[src/rtl/program_sequencer_ctrl_if.sv]
// Decoder-to-sequencer request bundle plus the sequencer's fetch/debug outputs.
interface program_sequencer_ctrl_if;
  logic       jmp;
  logic       jmp_nz;
  logic       call;
  logic       ret;
  logic [3:0] jmp_addr;
  logic       dont_jmp;
  logic       hold;
  logic [7:0] pm_addr;
  logic [7:0] pc;
  logic [7:0] from_PS;
  logic [2:0] sp;
  logic       stack_err;

  modport master (
    output jmp, jmp_nz, call, ret, jmp_addr, dont_jmp, hold,
    input  pm_addr, pc, from_PS, sp, stack_err
  );

  modport slave (
    input  jmp, jmp_nz, call, ret, jmp_addr, dont_jmp, hold,
    output pm_addr, pc, from_PS, sp, stack_err
  );
endinterface

[src/rtl/program_sequencer_ctrl.sv]
// Program sequencer: priority-selects the next fetch address and keeps a 4-deep return stack.
// pm_addr is combinational in the request cycle; pc follows one edge later; hold freezes all state.
module program_sequencer_ctrl (
  input  logic                    clk,
  input  logic                    sync_reset,
  program_sequencer_ctrl_if.slave bus
);

  localparam logic [2:0] STACK_DEPTH = 3'd4;

  logic [7:0] pc_q;
  logic [2:0] sp_q;
  logic       err_q;
  logic [7:0] stack_mem [4];

  logic [7:0] pc_inc;
  logic [7:0] target;
  logic [1:0] top_idx;
  logic [7:0] next_addr;
  logic       push;
  logic       pop;
  logic       err_set;

  assign pc_inc  = pc_q + 8'd1;
  assign target  = {pc_q[7:4], bus.jmp_addr};
  assign top_idx = sp_q[1:0] - 2'd1;

  // Fixed priority: reset > hold > ret > call > jmp > jmp_nz taken > increment.
  always_comb begin
    next_addr = pc_inc;
    push      = 1'b0;
    pop       = 1'b0;
    err_set   = 1'b0;
    if (sync_reset) begin
      next_addr = 8'h00;
    end else if (bus.hold) begin
      next_addr = pc_q;
    end else if (bus.ret) begin
      if (sp_q != 3'd0) begin
        next_addr = stack_mem[top_idx];
        pop       = 1'b1;
      end else begin
        next_addr = pc_inc;
        err_set   = 1'b1;
      end
    end else if (bus.call) begin
      next_addr = target;
      if (sp_q < STACK_DEPTH) begin
        push = 1'b1;
      end else begin
        err_set = 1'b1;
      end
    end else if (bus.jmp) begin
      next_addr = target;
    end else if (bus.jmp_nz && !bus.dont_jmp) begin
      next_addr = target;
    end
  end

  always_ff @(posedge clk) begin
    if (sync_reset) begin
      pc_q  <= 8'h00;
      sp_q  <= 3'd0;
      err_q <= 1'b0;
    end else if (!bus.hold) begin
      pc_q <= next_addr;
      if (push) begin
        sp_q <= sp_q + 3'd1;
      end else if (pop) begin
        sp_q <= sp_q - 3'd1;
      end
      if (err_set) begin
        err_q <= 1'b1;
      end
    end
  end

  // Stack contents need no reset; push is already gated by reset and hold.
  always_ff @(posedge clk) begin
    if (push) begin
      stack_mem[sp_q[1:0]] <= pc_inc;
    end
  end

  assign bus.pm_addr   = next_addr;
  assign bus.pc        = pc_q;
  assign bus.from_PS   = pc_q;
  assign bus.sp        = sp_q;
  assign bus.stack_err = err_q;

endmodule

[src/flat_wrapper.sv]
// flat-port wrapper written by rule: the top's interface ports become plain ports
module program_sequencer_ctrl_flat 
  (clk, sync_reset, bus_jmp, bus_jmp_nz, bus_call, bus_ret, bus_jmp_addr, bus_dont_jmp, bus_hold, bus_pm_addr, bus_pc, bus_from_PS, bus_sp, bus_stack_err);
  program_sequencer_ctrl_if bus_i ();
  input  logic clk;
  input  logic sync_reset;
  input wire logic [$bits(bus_i.jmp)-1:0] bus_jmp;
  input wire logic [$bits(bus_i.jmp_nz)-1:0] bus_jmp_nz;
  input wire logic [$bits(bus_i.call)-1:0] bus_call;
  input wire logic [$bits(bus_i.ret)-1:0] bus_ret;
  input wire logic [$bits(bus_i.jmp_addr)-1:0] bus_jmp_addr;
  input wire logic [$bits(bus_i.dont_jmp)-1:0] bus_dont_jmp;
  input wire logic [$bits(bus_i.hold)-1:0] bus_hold;
  output wire logic [$bits(bus_i.pm_addr)-1:0] bus_pm_addr;
  output wire logic [$bits(bus_i.pc)-1:0] bus_pc;
  output wire logic [$bits(bus_i.from_PS)-1:0] bus_from_PS;
  output wire logic [$bits(bus_i.sp)-1:0] bus_sp;
  output wire logic [$bits(bus_i.stack_err)-1:0] bus_stack_err;
  assign bus_i.jmp = bus_jmp;
  assign bus_i.jmp_nz = bus_jmp_nz;
  assign bus_i.call = bus_call;
  assign bus_i.ret = bus_ret;
  assign bus_i.jmp_addr = bus_jmp_addr;
  assign bus_i.dont_jmp = bus_dont_jmp;
  assign bus_i.hold = bus_hold;
  assign bus_pm_addr = bus_i.pm_addr;
  assign bus_pc = bus_i.pc;
  assign bus_from_PS = bus_i.from_PS;
  assign bus_sp = bus_i.sp;
  assign bus_stack_err = bus_i.stack_err;
  program_sequencer_ctrl u_core (.clk(clk), .sync_reset(sync_reset), .bus(bus_i));
endmodule
[config.mk]
export PLATFORM = sky130hd
export DESIGN_NAME = program_sequencer_ctrl_flat
export DESIGN_NICKNAME = d
export VERILOG_FILES = /design/src/rtl/program_sequencer_ctrl_if.sv /design/src/rtl/program_sequencer_ctrl.sv /design/src/flat_wrapper.sv
export SDC_FILE = /design/constraint.sdc
export NUM_CORES = 1
export LEC_CHECK = 0
export CAP_MARGIN = 10
export CORE_ASPECT_RATIO = 1.2
export CORE_MARGIN = 2
export CORE_UTILIZATION = 33
export DETAILED_ROUTE_END_ITERATION = 10
export GPL_TIMING_DRIVEN = 0
export SLEW_MARGIN = 20
export SYNTH_ARGS = -nofsm -noshare
export SYNTH_HDL_FRONTEND = slang
export SYNTH_SLANG_ARGS = --single-unit
[constraint.sdc]
create_clock -name clk -period 8.1 [get_ports clk]
set_clock_uncertainty 0.2 [all_clocks]
set_input_delay 1.215 -clock clk [delete_from_list [all_inputs] [get_ports clk]]
set_output_delay 1.215 -clock clk [all_outputs]
set_load 0.01 [all_outputs]
==> results_dict.tcl <==
set metrics [dict create \
    fmax_mhz 205 \
    crit_chain "clkdlybuf4s50_1 -> inv_1 -> o21ai_1 -> o21ai_0 -> a2111oi_2 -> a21o_1 -> clkdlybuf4s50_1" \
    ctsResizeCount 0 \
    placement.io_buffers 39 \
    powerDensity_mw_per_mm2 206 \
    post-cts-setup-buffers 0 \
    synth.distinct_cells 43 \
    setup-tns-final_ps 0 \
    synth_area_leaders "edfxtp_1, dfxtp_1, mux4_2, ha_1, buf_4" \
    cp_common_cell "clkdlybuf4s50_1" \
    grt_pass1_vias 1530 \
    cp-end-kind "output port" \
    fin_ws_ps 3220 \
    place_ws_ps 3240 \
    critical_path.startpoint_type "primary input" \
    avgSynthCellArea_um2 12.4 \
    hold_path.startpoint "u_core.bus.stack_err" \
    setup_viol 0 \
    h-tree-depth 2 \
    cts_made_buffers 5 \
    vias_per_cell 4.98 \
    drc_errors 0 \
    synth_flop_cell "edfxtp_1" \
    crit_buf_inv 3 \
    synth_top_area_share_pct 43.9 \
    leakagePower_nw 1.03 \
    critPathKind "in2out" \
    synth_area_mm2 0.00219 \
    antenna_found_initial 0 \
    antenna_cells 0 \
    cts_max_path_buffers 2 \
    dr_wl_met3_um 231 \
    max_stage_delay_ps 520 \
    hold_path.class "reg2reg" \
    drv_slew 0 \
    worst_pin_slew_ps 793 \
    place_hpwl_mm 3.60 \
    synth_nets 194 \
    die_h_um 93.3 \
    crit_slowest_cell "clkdlybuf4s50_1" \
    min_period_ps 4880 \
    initial_core_util_pct 34.0 \
    yosysSeqAreaShare_pct 54.8 \
    r2r_end "u_core.bus.from_PS[4]" \
    ir_worst_vdd_v 0.000127 \
    finalHoldViolations 0 \
    gp_congestion 0.799 \
    num_io_pins 40 \
    clkSlewWorstSetupHoldPaths_ps 90 \
    drive_gt1_share_pct 15.2 \
    hold_buffers 0 \
    nets 240 \
    ant_nets 0 \
    die_area_mm2 0.00731 \
    reg2regPathDepth 8 \
    core_mm2 0.00645 \
    r2r_slack_ps 5270 \
    worst_ep_arrival_time_ps 3470 \
    grt_max_degree 15 \
    rows 32 \
    cts_root_buf "clkbuf_8" \
    max_slew_margin_pct 46.9 \
    grt_usage_pct 14.3 \
    drt_wl_total_mm 4.85 \
    cts.sinks 44 \
    grt_setup_unrepaired "no" \
    final_common_cell "clkdlybuf4s50_1" \
    wl_met1_mm 2.11 \
    ys_warn_count 0 \
    ys_seq_elements 44 \
    clock_latency_ps 300 \
    synth_cells 176 \
    cap_violations 0 \
    critPathRequiredTime_ps 6680 \
    grt_overflow 0 \
    r2r_start "u_core.bus.sp[0]" \
    outcome "finished clean" \
    num_vias 1534 \
    route.met2.wl_mm 2.45 \
    syn_to_final_growth_pct 28.2 \
    cts_tree "done" \
    layout_common_cells "clkdlybuf4s50_1, edfxtp_1, nand2_1" \
    critPathTopFamily "compound AO/OA/AOI/OAI gates" \
    hold_end "u_core.bus.stack_err" \
    wl_per_cell_um 15.8 \
    grt_pass1_wl_mm 7.80 \
    die_w_um 78.4 \
    firstDrtPassIters 4 \
    cp_max_fo 7 \
    routed.top_layer "met4" \
    period_share_pct 60.3 \
    synth_edf_count 32 \
    dr.first_iter.drc_count 112 \
    async_reset_ff_share_pct 0 \
    hold_depth 2 \
    synth_top_area_cell "edfxtp_1" \
]
cells in the mapped netlist, types with 4 or more instances:
library cell and n:
ha_1 5, nand2_1 13, inv_1 11, o221ai_1 5
a21o_1 6, mux4_2 8, xnor2_1 6, edfxtp_1 32
and2_1 4, dfxtp_1 12, o21ai_0 10, a21oi_1 4
buf_4 8, nor2_1 10
area by class of cell:
cell class | instances | area (um2)
fillers | 612 | 3640
multi-input cells | 108 | 855
clock buffers | 6 | 82.6
repair buffers | 39 | 390
plain buffers | 13 | 93.8
well taps | 85 | 106
clock inverters | 2 | 38.8
inverters | 11 | 41.3
flip-flops and latches | 44 | 1200
worst max path at each step:
stage | startpoint | to | slack (ps) | cells after the start
floorplan | bus_ret | bus_pm_addr[7] | 4440 | 5
global placement | bus_jmp_nz | bus_pm_addr[7] | 3230 | 7
detailed placement | bus_jmp_nz | bus_pm_addr[7] | 3240 | 7
CTS | bus_jmp_nz | bus_pm_addr[7] | 3240 | 7
global route | bus_jmp_nz | bus_pm_addr[7] | 3080 | 7
finish | bus_jmp_nz | bus_pm_addr[7] | 3220 | 7
sequential cells by signal, indices dropped and copies added, names as in the netlist:
name and flops:
u_core.bus.sp 3, u_core.bus.from_PS 8, u_core.stack_mem 32, u_core.bus.stack_err 1
report_power, final:
| part | switching (mW) | internal, mW | leakage [nW] |
|---|---|---|---|
| combinational | 0.0644 | 0.0697 | 0.580 |
| clock | 0.0780 | 0.101 | 0.0614 |
| sequential | 0.0124 | 0.254 | 0.392 |
| total | 0.155 | 0.424 | 1.03 |
metrics by stage:
step | cell area [um2] | utilization, % | hold WS, ps | instances | total power [mW]
finish | 2810 | 43.6 | 279 | 308 | 0.579
global route | 2810 | 43.6 | 315 | 308 | 0.606
CTS | 2810 | 43.6 | 289 | 308 | 0.584
detailed placement | 2690 | 41.7 | 272 | 300 | 0.407
global placement | 2690 | 41.7 | 266 | 300 | 0.406
floorplan | 2190 | - | 303 | 176 | 0.348
kinds of logic (layout without fill, tap and decap cells):
logic type | Yosys count | after routing | share of synthesized area (%)
adder cells (fa/ha/maj) | 6 | 6 | 3.77
flip-flops | 44 | 44 | 54.8
buffers and inverters | 24 | 71 | 6.17
multiplexers | 9 | 9 | 8.68
XOR/XNOR | 7 | 7 | 2.80
AO/OA/AOI/OAI | 43 | 43 | 14.0
AND/OR/NAND/NOR | 43 | 43 | 9.71
layer usage:
layer  up-vias  track usage (%)
met5         -                0
met4         0             4.68
met3         6             3.67
met2        41             24.3
met1       746             17.9
li1        741                -
worst reg2reg max path: stages (launching register included):
cell       delay (ps)
dfxtp_1           470
buf_6             230
inv_1              90
ha_1              280
clkbuf_1          410
mux4_2            410
o221ai_1          330
o21bai_1          150
o2bb2ai_1         140
Power figures use the tool's default switching activity.
